## config.mk

```make
export PLATFORM = sky130hd
export DESIGN_NAME = exe_pipe_ctrl
export DESIGN_NICKNAME = d
export VERILOG_FILES = /design/src/rtl/exe_pipe_ctrl.sv
export SDC_FILE = /design/constraint.sdc
export NUM_CORES = 1
export LEC_CHECK = 0
export BUFFER_PORTS_ARGS = -buffer_cell sky130_fd_sc_hd__buf_2
export CORE_UTILIZATION = 30
export DETAILED_ROUTE_END_ITERATION = 12
export PLACE_DENSITY = 0.78
export SLEW_MARGIN = 10
export SYNTH_ARGS = -nofsm -noshare
export SYNTH_HDL_FRONTEND = slang
export SYNTH_SLANG_ARGS = --single-unit
```

## constraint.sdc

```tcl
create_clock -name clk -period 1.3 [get_ports clk]
set_input_delay 0.13 -clock clk [delete_from_list [all_inputs] [get_ports clk]]
set_output_delay 0.13 -clock clk [all_outputs]
set_load 0.03 [all_outputs]
```

## src/rtl/exe_pipe_ctrl.sv

```systemverilog
// exe_pipe_ctrl -- execute-stage sequencing controller.
//
// Owns the architectural NZCV status register, holds the pipeline while a
// multi-cycle multiply occupies the ALU, flushes the front end on taken
// branches, detects decode register hazards and generates operand-forwarding
// selects for the execute stage.
//
// Optional feature macro: EXE_FORWARDING_EN
//   defined   : Fwd_Sel1/2 active, decode stalls only on load-use.
//   undefined : Fwd_Sel1/2 tied to 00, decode stalls on any in-flight writer
//               in execute or memory.
//
// Parameters
//   MUL_LAT  total execute-stage cycles of a multiply (>= 2)
//   MUL_CMD  EXE_CMD encoding that selects the multiply
//
// Ports
//   clk, rst_n                      clock (rising edge), async active-low reset
//   ID_*                            decode-stage sources and enables
//   EXE_*                           execute-stage control, command, regs
//   ALU_Status                      {N,Z,C,V} from the ALU this cycle
//   MEM_WB_EN, MEM_Dest             memory-stage writer
//   WB_WB_EN, WB_Dest               write-back-stage writer
//   Status                          registered {N,Z,C,V}
//   Hazard_Stall, Hold, Flush       pipeline sequencing controls
//   Mul_Start, Mul_Done             multiply entry / final-cycle pulses
//   Fwd_Sel1, Fwd_Sel2              00 regfile, 01 memory result, 10 WB result
module exe_pipe_ctrl #(
   parameter int         MUL_LAT = 4,
   parameter logic [3:0] MUL_CMD = 4'b1111
) (
   input  logic       clk,
   input  logic       rst_n,
   input  logic       ID_Valid,
   input  logic [3:0] ID_Src1,
   input  logic [3:0] ID_Src2,
   input  logic       ID_Src1_EN,
   input  logic       ID_Src2_EN,
   input  logic       EXE_Valid,
   input  logic       EXE_WB_EN,
   input  logic       EXE_MEM_R_EN,
   input  logic       EXE_S,
   input  logic       EXE_B,
   input  logic [3:0] EXE_CMD,
   input  logic [3:0] EXE_Dest,
   input  logic [3:0] EXE_Src1,
   input  logic [3:0] EXE_Src2,
   input  logic       EXE_Src1_EN,
   input  logic       EXE_Src2_EN,
   input  logic [3:0] ALU_Status,
   input  logic       MEM_WB_EN,
   input  logic [3:0] MEM_Dest,
   input  logic       WB_WB_EN,
   input  logic [3:0] WB_Dest,
   output logic [3:0] Status,
   output logic       Hazard_Stall,
   output logic       Hold,
   output logic       Flush,
   output logic       Mul_Start,
   output logic       Mul_Done,
   output logic [1:0] Fwd_Sel1,
   output logic [1:0] Fwd_Sel2
);

   localparam int              CNT_W    = $clog2(MUL_LAT);
   localparam logic [CNT_W-1:0] CNT_LOAD = CNT_W'(MUL_LAT - 2);
   localparam logic [0:0]      ST_IDLE  = 1'b0;
   localparam logic [0:0]      ST_BUSY  = 1'b1;

   logic [0:0]       state_q, state_d;
   logic [CNT_W-1:0] cnt_q, cnt_d;
   logic [3:0]       status_q, status_d;

   logic hold_raw, start_raw, done_raw;
   logic flush_raw, hazard;
   logic src1_live, src2_live;
   logic [1:0] fwd1_raw, fwd2_raw;

   // Multiply sequencer: the entry cycle plus MUL_LAT-2 counted cycles hold,
   // the final cycle releases. A multiply queued behind is picked up from IDLE.
   always_comb begin
      state_d   = state_q;
      cnt_d     = cnt_q;
      hold_raw  = 1'b0;
      start_raw = 1'b0;
      done_raw  = 1'b0;
      case (state_q)
         ST_IDLE: begin
            if (EXE_Valid && (EXE_CMD == MUL_CMD)) begin
               start_raw = 1'b1;
               hold_raw  = 1'b1;
               cnt_d     = CNT_LOAD;
               state_d   = ST_BUSY;
            end
         end
         ST_BUSY: begin
            if (cnt_q != '0) begin
               hold_raw = 1'b1;
               cnt_d    = cnt_q - CNT_W'(1);
            end else begin
               done_raw = 1'b1;
               state_d  = ST_IDLE;
            end
         end
         default: state_d = ST_IDLE;
      endcase
   end

   // Flags commit only when the instruction is not being held, so a
   // multiply updates NZCV on its final cycle.
   always_comb begin
      status_d = status_q;
      if (EXE_Valid && EXE_S && !hold_raw) begin
         status_d = ALU_Status;
      end
   end

   always_ff @(posedge clk or negedge rst_n) begin
      if (!rst_n) begin
         state_q  <= ST_IDLE;
         cnt_q    <= '0;
         status_q <= 4'b0000;
      end else begin
         state_q  <= state_d;
         cnt_q    <= cnt_d;
         status_q <= status_d;
      end
   end

   assign src1_live = ID_Valid & ID_Src1_EN;
   assign src2_live = ID_Valid & ID_Src2_EN;
   assign flush_raw = EXE_Valid & EXE_B & ~hold_raw;

`ifdef EXE_FORWARDING_EN
   function automatic logic [1:0] fwd_sel(input logic en, input logic [3:0] src,
                                          input logic mem_we, input logic [3:0] mem_d,
                                          input logic wb_we, input logic [3:0] wb_d);
      logic [1:0] sel;
      sel = 2'b00;
      // Memory stage holds the younger value, so it wins over write-back.
      if (en && mem_we && (mem_d == src)) begin
         sel = 2'b01;
      end else if (en && wb_we && (wb_d == src)) begin
         sel = 2'b10;
      end
      return sel;
   endfunction

   logic unused_fwd_cfg;
   assign unused_fwd_cfg = EXE_WB_EN;

   // Only a load in execute cannot be forwarded in time.
   assign hazard = EXE_Valid & EXE_MEM_R_EN &
                   ((src1_live & (ID_Src1 == EXE_Dest)) |
                    (src2_live & (ID_Src2 == EXE_Dest)));
   assign fwd1_raw = fwd_sel(EXE_Src1_EN, EXE_Src1, MEM_WB_EN, MEM_Dest, WB_WB_EN, WB_Dest);
   assign fwd2_raw = fwd_sel(EXE_Src2_EN, EXE_Src2, MEM_WB_EN, MEM_Dest, WB_WB_EN, WB_Dest);
`else
   logic unused_nofwd_cfg;
   assign unused_nofwd_cfg = ^{EXE_MEM_R_EN, EXE_Src1, EXE_Src2, EXE_Src1_EN,
                               EXE_Src2_EN, WB_WB_EN, WB_Dest};

   // Without forwarding any pending writer in execute or memory must drain.
   assign hazard = (EXE_Valid & EXE_WB_EN &
                    ((src1_live & (ID_Src1 == EXE_Dest)) |
                     (src2_live & (ID_Src2 == EXE_Dest)))) |
                   (MEM_WB_EN &
                    ((src1_live & (ID_Src1 == MEM_Dest)) |
                     (src2_live & (ID_Src2 == MEM_Dest))));
   assign fwd1_raw = 2'b00;
   assign fwd2_raw = 2'b00;
`endif

   // Hold already freezes the front end and a flush discards decode, so
   // both take precedence over the hazard stall.
   assign Status       = status_q;
   assign Hold         = hold_raw & rst_n;
   assign Mul_Start    = start_raw & rst_n;
   assign Mul_Done     = done_raw & rst_n;
   assign Flush        = flush_raw & rst_n;
   assign Hazard_Stall = hazard & ~hold_raw & ~flush_raw & rst_n;
   assign Fwd_Sel1     = rst_n ? fwd1_raw : 2'b00;
   assign Fwd_Sel2     = rst_n ? fwd2_raw : 2'b00;

endmodule
```

==> impl_metrics.json, run 1 <==
{
  "status": "finished, violations left",
  "violations": "negative setup slack",
  "synth_top_cell_area_share_pct": 29.9,
  "dp.cells": 137,
  "r2r_start": "cnt_q[1]",
  "crit_path_frequent_cell": "inv_2",
  "fin_ws_ns": -0.317,
  "synth_edf_count": 0,
  "ys_warn_count": 0,
  "p_sw_share_pct": 38.8,
  "clock_power_share_pct": 15.0,
  "initialDrtViolationCount": 4,
  "syn_to_final_growth_pct": 79.7,
  "vias": 682,
  "seqPwrFrac_pct": 27.2,
  "syn-instance-count": 64,
  "diodes": 0,
  "grt_max_degree": 8,
  "ir_worst_vdd_v": 0.000780,
  "clock.fmax_ghz": 0.618,
  "crit_path_max_incr_delay_ns": 0.40,
  "first_global_vias": 668,
  "cellPowerDensity_mw_per_mm2": 1220,
  "worstPathMaxFanout": 3,
  "synth_cell_types": 24,
  "critPathKind": "reg2out",
  "whs_path_depth": 2,
  "wl_per_cell_um": 10.7,
  "rows": 15,
  "ys_seq_area_share_pct": 29.9,
  "slew_violations": 0,
  "crit_family": "flip-flops",
  "antenna_found_initial": 0,
  "async_flop_share_pct": 100,
  "p_int_mw": 0.787,
  "setup_violations": 10,
  "syn_avg_cell_area_um2": 9.15,
  "reg2reg_depth": 7,
  "gp_congestion": 0.731,
  "critPathLaunchType": "flip-flop",
  "grt_usage_pct": 16.1,
  "cts_buffers": 3,
  "rsz0062_at_grt": "yes",
  "coreArea_mm2": 0.00178,
  "hp-start": "ALU_Status[1]",
  "skew_ns": 0.00214,
  "holdPathEnd": "Status[1]",
  "n_fill_cell": 167,
  "pwr-share-comb_pct": 57.8,
  "synthTopCellsByCount": "xnor2_1 (8), xor2_1 (8), dfrtp_1 (7)",
  "io_buffers": 42,
  "die_h_um": 46.2,
  "start_util_pct": 32.8,
  "io_pins": 63,
  "drc": 0,
  "clk_latency_ns": 0.25,
  "p_sw_mw": 0.498,
  "synth_largest_area_cell": "dfrtp_1",
  "cp_cell_sequence": "inv_2 > ha_4 > inv_2 > a21oi_4 > nand2_2 > a221oi_4 > buf_6",
  "cpMaxStageDelayCell": "dfrtp_1",
  "grt_pass1_wl_um": 2440,
  "clk_path_buf_depth": 2,
  "power.total_mw": 1.28,
  "arrival_ns": 1.49,
  "place_ws_ns": -0.179,
  "worst-path-buf-inv": 3,
  "antenna_left": 0,
  "ff2ff_setup_slack_ns": -0.14,
  "grt-ovfl-total": 0,
  "drv_cap": 0,
  "finalHoldViolCount": 0,
  "nets": 173,
  "wl_um": 1560,
  "die-area_mm2": 0.00213,
  "netlist_area_um2": 586,
  "drt_first_pass_iters": 2,
  "drive_above_1_share_pct": 62.0,
  "endpoint_kind": "primary output",
  "hold_class": "in2reg",
  "post-route-min-period_ns": 1.62,
  "p_leak_nw": 0.518,
  "stdcell_count": 146,
  "cp.required_ns": 1.17,
  "yosys-top-cells-area": "dfrtp_1 (30%), xnor2_1 (12%), xor2_1 (12%), mux2_1 (7.7%), nand4_1 (5.3%)",
  "fp.dieW_um": 46.2,
  "synth_seq_cells": 7,
  "clockRootBuffer": "clkbuf_4",
  "utilization_pct": 59.0,
  "cts_tree": "yes",
  "clock_sinks": 7,
  "period_share_pct": 124,
  "dpl.hpwl_um": 1240,
  "htreeDepth": 1,
  "path_clk_slew_ns": 0.05,
  "synth_ff_type": "dfrtp_1",
  "reg2reg_to": "Status[3]",
  "vias_per_cell": 4.67
}
==> placed cells by master (no fill, tap or decap) <==
master | Yosys | final
conb_1 | 1 | 4
nor3b_4 | 0 | 1
nand2_2 | 0 | 1
a221oi_4 | 0 | 1
nand2_1 | 4 | 3
xnor2_1 | 8 | 8
nand3_1 | 1 | 1
a41oi_1 | 1 | 1
buf_2 | 0 | 37
and3_4 | 0 | 1
a21oi_4 | 0 | 1
clkbuf_4 | 0 | 3
buf_4 | 4 | 8
dlygate4sd3_1 | 0 | 1
a31oi_1 | 1 | 1
clkbuf_1 | 0 | 1
nand4_1 | 5 | 5
dfrtp_1 | 7 | 7
buf_6 | 0 | 8
ha_4 | 0 | 1
nor2_1 | 4 | 2
nor3_1 | 1 | 1
xor2_1 | 8 | 8
mux2_4 | 0 | 4
and2_4 | 0 | 2
nor4_1 | 2 | 2
nor2_2 | 0 | 2
nand3_4 | 0 | 1
o21ai_0 | 1 | 1
inv_2 | 0 | 4
==> kinds of logic after synthesis <==
kind of cell / after synthesis / synth area share (%)
DFF: 7 / 29.9
AOI/OAI and AO/OA: 5 / 6.41
muxes: 4 / 7.69
buffers and inverters: 8 / 7.69
adders and majority gates: 1 / 2.14
other: 1 / 0.640
and+or+nand+nor: 22 / 21.6
xor gates and xnor gates: 16 / 23.9
==> registers in the layout, indices dropped and copies added (netlist names) <==
register	count
Status	4
state_q	1
cnt_q	2
==> layout make-up <==
type	count	area, um2	area share (%)
clock buffers	4	26.3	2.50
repair buffers	54	345	32.8
inverters	4	15.0	1.43
well taps	25	31.3	2.97
flip-flops and latches	7	175	16.6
multi-input cells	52	459	43.6
==> power by group through the flow <==
stage / registers, mW / clock network (mW) / logic [mW]
2_1_floorplan: 0.418 / 0 / 0.262
3_3_place_gp: 0.336 / 0 / 0.538
3_5_place_dp: 0.341 / 0 / 0.561
4_1_cts: 0.340 / 0.203 / 0.660
5_1_grt: 0.356 / 0.206 / 0.803
6_report: 0.349 / 0.193 / 0.742
==> stage by stage <==
stage / instance area (um2) / hold WS (ns) / setup TNS (ns)
global route: 1050 / 0.110 / -2.10
floorplan: 633 / -0.166 / -0.372
CTS: 1000 / 0.0875 / -2.09
detailed placement: 897 / 0.0000688 / -1.01
global placement: 897 / -0.00973 / -0.658
finish: 1050 / 0.112 / -1.49
==> worst register-to-register path, cell delays in order, from the launching register on <==
cell     delay, ns
dfrtp_1       0.40
inv_2         0.07
ha_4          0.12
inv_2         0.04
a21oi_4       0.15
buf_6         0.13
nand3_4       0.10
mux2_4        0.31
==> repair_timing <==
item	4_1_cts	5_1_grt
gates resized for setup	13	13
endpoints found under the hold margin	7	0
setup buffers	4	0
pin swaps	3	2
setup endpoints to repair	9	10
hold buffers	1	0
==> how the worst max path moves through the flow <==
stage | start | endpoint | cells after the start
final | cnt_q[1] | Hazard_Stall | 7
after global routing | cnt_q[0] | Hazard_Stall | 7
after CTS | cnt_q[1] | Hold | 8
after detailed placement | cnt_q[0] | Status[1] | 6
after global placement | cnt_q[0] | Hazard_Stall | 7
after floorplan | cnt_q[0] | Hazard_Stall | 6
==> layer usage <==
metal  share of wire (%)  track usage, %  vias to the layer above
li1                    -               -                      329
met1                  39            14.0                      313
met2                  53            34.6                       38
met3                 7.4            1.96                        2
met4                0.90            7.06                        0
met5                   0               0                        -
Power figures use the tool's default switching activity.
==> inputs of run 2 (changes only) <==
- CTS_BUF_LIST: not set -> sky130_fd_sc_hd__clkbuf_16
- MAX_ROUTING_LAYER: not set -> met4
- TNS_END_PERCENT: not set -> 20
==> run 2 against run 1 <==
The flow still finishes with violations (negative setup slack). Utilization is 2.2 points lower. First-iteration DRC count grew to 3.5 times the previous value. Setup slack worse by 0.012 ns. Wire length is 5.3% higher. Clock power grew to 2.7 times the previous value. Final cell count is 2.7% lower. Clock skew is 0.0014 ns higher. Non-clock buffer count is 4 lower. Combinational power is 20% lower. Sequential share of layout area is 0.64 points higher. Die area stayed put. Largest power group unchanged.
==> impl_metrics.json, run 2 (synthesis results as in run 1) <==
{
  "status": "finished, violations left",
  "violations": "negative setup slack",
  "worst-path-buf-inv": 3,
  "hold_class": "in2reg",
  "place_ws_ns": -0.159,
  "cp.required_ns": 1.17,
  "clk_latency_ns": 0.23,
  "clockRootBuffer": "clkbuf_16",
  "die_h_um": 46.2,
  "cpMaxStageDelayCell": "dfrtp_1",
  "seqPwrFrac_pct": 23.5,
  "wl_met3_um": 66,
  "first_global_vias": 661,
  "io_pins": 63,
  "grt_max_degree": 8,
  "dpl.hpwl_um": 1330,
  "cts_tree": "yes",
  "arrival_ns": 1.50,
  "drt_first_pass_iters": 4,
  "holdPathEnd": "Status[2]",
  "clock_power_share_pct": 35.7,
  "cp_cell_sequence": "inv_1 > ha_2 > inv_2 > a21oi_4 > nand2_2 > a221oi_4 > buf_6",
  "finalSetupTns_ns": -1.66,
  "reg2reg_depth": 7,
  "initialDrtViolationCount": 14,
  "period_share_pct": 125,
  "dp.cells": 136,
  "nets": 169,
  "gp_congestion": 0.735,
  "vias_per_cell": 4.61,
  "vias": 654,
  "grt-ovfl-total": 0,
  "fp.dieW_um": 46.2,
  "p_int_mw": 0.957,
  "largest_register_ffs": 4,
  "finalHoldViolCount": 0,
  "wl_per_cell_um": 11.5,
  "r2r_start": "cnt_q[0]",
  "post-route-min-period_ns": 1.63,
  "die-area_mm2": 0.00213,
  "hp-start": "ALU_Status[2]",
  "io_buffers": 42,
  "coreArea_mm2": 0.00178,
  "start_util_pct": 32.8,
  "htreeDepth": 1,
  "drc": 0,
  "whs_path_depth": 2,
  "stdcell_count": 142,
  "p_sw_mw": 0.492,
  "crit_path_max_incr_delay_ns": 0.37,
  "setup_violations": 8,
  "ff2ff_setup_slack_ns": -0.20,
  "fin_ws_ns": -0.329,
  "clk_path_buf_depth": 2,
  "cts_buffers": 3,
  "met1Wirelength_um": 623,
  "final_common_cell": "buf_2",
  "wl_um": 1640,
  "met2_length_um": 935,
  "drv_cap": 0,
  "p_leak_nw": 0.502,
  "antenna_left": 0,
  "cellPowerDensity_mw_per_mm2": 1430,
  "ir_worst_vdd_v": 0.00127,
  "clock_sinks": 7,
  "worstPathMaxFanout": 3,
  "drive_above_1_share_pct": 52.1,
  "antenna_found_initial": 0,
  "rows": 15,
  "critPathKind": "reg2out",
  "pwr-share-comb_pct": 40.8,
  "rsz0062_at_grt": "yes",
  "path_clk_slew_ns": 0.04,
  "top_layer": "met4",
  "endpoint_kind": "primary output",
  "slew_violations": 0,
  "crit_family": "flip-flops",
  "diodes": 0,
  "skew_ns": 0.00352,
  "p_sw_share_pct": 34.0,
  "layout.cells.most_common_list": "buf_2 (37), buf_4 (9), xor2_1 (8), xnor2_1 (8), dfrtp_1 (7)",
  "reg2reg_to": "Status[3]",
  "critPathLaunchType": "flip-flop",
  "clock.fmax_ghz": 0.614,
  "grt_usage_pct": 19.2,
  "grt_pass1_wl_um": 2700,
  "syn_to_final_growth_pct": 73.1
}
-- run 2: power by group through the flow --
stage               Combinational, mW  Sequential [mW]  Clock [mW]
floorplan                       0.254            0.418           0
global placement                0.531            0.338           0
detailed placement              0.557            0.340           0
CTS                             0.593            0.341       0.531
global route                    0.646            0.352       0.542
finish                          0.591            0.340       0.518
-- run 2: repair_timing --
action / 4_1_cts / 5_1_grt
setup endpoints to repair: 9 / 9
endpoints found under the hold margin: 7 / 0
setup buffers: 1 / 0
gates resized for setup: 8 / 1
hold buffers: 1 / 0
pin swaps: 2 / 0
-- run 2: how the worst max path moves through the flow --
stage | startpoint | to | slack [ns] | depth (start not counted)
after floorplan | cnt_q[0] | Hazard_Stall | -0.08 | 6
after detailed placement | cnt_q[0] | Hazard_Stall | -0.16 | 7
after global routing | cnt_q[0] | Hazard_Stall | -0.43 | 7
after global placement | cnt_q[0] | Hazard_Stall | -0.13 | 7
after CTS | cnt_q[0] | Hazard_Stall | -0.32 | 7
final | cnt_q[0] | Hazard_Stall | -0.33 | 7
-- run 2: cell type report --
class                      count  area (um2)
sequential                     7         175
fill                         163         769
clock buffer                   3        75.1
multi-input combinational     52         417
clock inverter                 1        3.75
inverter                       4        15.0
tap                           25        31.3
timing repair buffer          50         297
-- run 2: layer usage --
layer | track usage (%) | up-vias
met5 | - | -
met1 | 19.3 | 304
met2 | 34.4 | 26
met4 | 8.82 | 0
met3 | 4.71 | 2
li1 | - | 322
-- run 2: metrics by stage --
step	hold WS [ns]	power [mW]	util [%]	instance area, um2
floorplan	-0.166	0.672	-	629
finish	0.115	1.45	56.8	1010
detailed placement	-0.0610	0.897	49.7	886
global placement	-0.0634	0.868	49.7	886
global route	0.120	1.54	56.8	1010
CTS	0.112	1.47	56.6	1010
==> inputs of run 3 (changes only) <==
- REMOVE_ABC_BUFFERS: not set -> 1
==> run 3 against run 2 <==
The run still ends with negative setup slack left. Count of clock-buffer cells in the layout is the same. Wire length is 4.3% higher. Worst hold slack worse by 0.00072 ns. Setup slack improved by 0.014 ns. First-iteration DRC count decreased by 79%. Utilization is 4.8 points higher. Total power is 15% higher. Largest power group unchanged. Sequential power rose by 4%. Sequential cell count did not move. Critical endpoint is now Hold. Highest routed layer unchanged.
==> impl_metrics.json, run 3 (synthesis results as in run 1) <==
{
  "met3_usage_pct": 3.14,
  "ir_worst_vdd_v": 0.000852,
  "met1_usage_pct": 17.3,
  "finalHoldViolCount": 0,
  "rsz0062_at_grt": "yes",
  "clock.fmax_ghz": 0.619,
  "grt_pass1_wl_um": 2570,
  "violations": "negative setup slack",
  "cts_tree": "yes",
  "r2r_start": "cnt_q[1]",
  "dp.cells": 141,
  "status": "finished, violations left",
  "htreeDepth": 1,
  "whs_path_depth": 2,
  "hp-start": "ALU_Status[1]",
  "antenna_found_initial": 0,
  "critPathLaunchType": "flip-flop",
  "vias_per_cell": 4.47,
  "coreArea_mm2": 0.00178,
  "ff2ff_setup_slack_ns": -0.14,
  "crit_path_max_incr_delay_ns": 0.38,
  "drt_first_pass_iters": 3,
  "io_buffers": 42,
  "register_area_um2": 176,
  "p_leak_nw": 0.550,
  "worst-path-buf-inv": 5,
  "clk_latency_ns": 0.24,
  "grt-ovfl-total": 0,
  "utilization_pct": 61.6,
  "skew_ns": 0.00220,
  "wl_um": 1710,
  "clk_path_buf_depth": 2,
  "top_usage_layer": "met2",
  "holdPathEnd": "Status[1]",
  "diodes": 0,
  "reg2reg_depth": 7,
  "rows": 15,
  "clockRootBuffer": "clkbuf_16",
  "die_h_um": 46.2,
  "initialDrtViolationCount": 3,
  "critPathKind": "reg2out",
  "dpl.hpwl_um": 1330,
  "drive_above_1_share_pct": 60.0,
  "crit_path_frequent_cell": "buf_6",
  "path_clk_slew_ns": 0.04,
  "reg2reg_to": "Status[1]",
  "start_util_pct": 32.8,
  "arrival_ns": 1.49,
  "gp_congestion": 0.791,
  "grt_usage_pct": 17.9,
  "drv_cap": 0,
  "worstPathMaxFanout": 3,
  "post-route-min-period_ns": 1.62,
  "cpMaxStageDelayCell": "dfrtp_1",
  "nets": 177,
  "crit_family": "buffers and inverters",
  "n_fill_cell": 153,
  "hold_class": "in2reg",
  "drc": 0,
  "slew_violations": 0,
  "cp_cell_sequence": "inv_2 > ha_4 > inv_4 > a21oi_4 > buf_6 > inv_1 > and2_1 > buf_6",
  "wl_per_cell_um": 11.4,
  "startpoint": "cnt_q[1]",
  "fp.dieW_um": 46.2,
  "multi_input_area_um2": 434,
  "stdcell_count": 150,
  "vias": 671,
  "antenna_left": 0,
  "io_pins": 63,
  "layout.cells.most_common_list": "buf_2 (37), buf_4 (16), xor2_1 (8), xnor2_1 (8), dfrtp_1 (6)",
  "clock_sinks": 7,
  "cp.required_ns": 1.17,
  "hold-worst-slack_ns": 0.115,
  "syn_to_final_growth_pct": 87.6,
  "met2_usage_pct": 33.5,
  "cts_buffers": 3,
  "final_common_cell": "buf_2",
  "endpoint_kind": "primary output",
  "first_global_vias": 640,
  "period_share_pct": 124,
  "grt_max_degree": 8,
  "setup_violations": 9,
  "largest_register_ffs": 4,
  "cellPowerDensity_mw_per_mm2": 1520,
  "die-area_mm2": 0.00213,
  "fin_ws_ns": -0.315
}
-- run 3: cell count changes in the layout (fill, tap and decap cells not counted), sizes merged --
| cell | previous run | this run |
|---|---|---|
| buf | 49 | 57 |
-- run 3: worst max path at each step --
stage          cells after the start      endpoint  slack (ns)
3_5_place_dp                       7     Status[0]       -0.24
2_1_floorplan                      6  Hazard_Stall       -0.50
3_3_place_gp                       7  Hazard_Stall       -0.16
6_report                           8          Hold       -0.32
5_1_grt                            8          Hold       -0.36
4_1_cts                            8          Hold       -0.38
-- run 3: power breakdown --
part | switching, mW | internal (mW)
clock network | 0.135 | 0.402
logic | 0.376 | 0.399
registers | 0.0572 | 0.298
-- run 3: metrics by stage --
stage                     total power [mW]  setup slack, ns  area, um2  TNS [ns]
after floorplan                      0.633           -0.496        567    -0.911
after global routing                  1.75           -0.362       1100     -1.87
final                                 1.67           -0.315       1100     -1.45
after global placement               0.865           -0.157        891    -0.850
after detailed placement             0.896           -0.244        891     -1.40
after CTS                             1.48           -0.376       1010     -2.02
-- run 3: area by class of cell --
cell class              instances  share of cell area, %
clock buffers                   3                   6.83
clock inverters                 1                  0.342
inverters                       4                   1.59
multi-input cells              52                   39.5
flip-flops and latches          7                   16.1
well taps                      25                   2.85
repair buffers                 58                   32.8
-- run 3: what timing repair did --
item,4_1_cts,5_1_grt
pin swaps,1,5
setup endpoints to repair,9,11
resized for setup,7,20
hold endpoints to repair,7,0
buffers inserted,1,3
hold buffers,1,0
-- run 3: metal layers --
metal / share of wire (%) / vias to the layer above / wire, um
met4: 2.0 / 0 / 35
met1: 39 / 294 / 675
li1: - / 337 / -
met3: 7.9 / 4 / 135
met2: 51 / 36 / 865
met5: 0 / - / 0
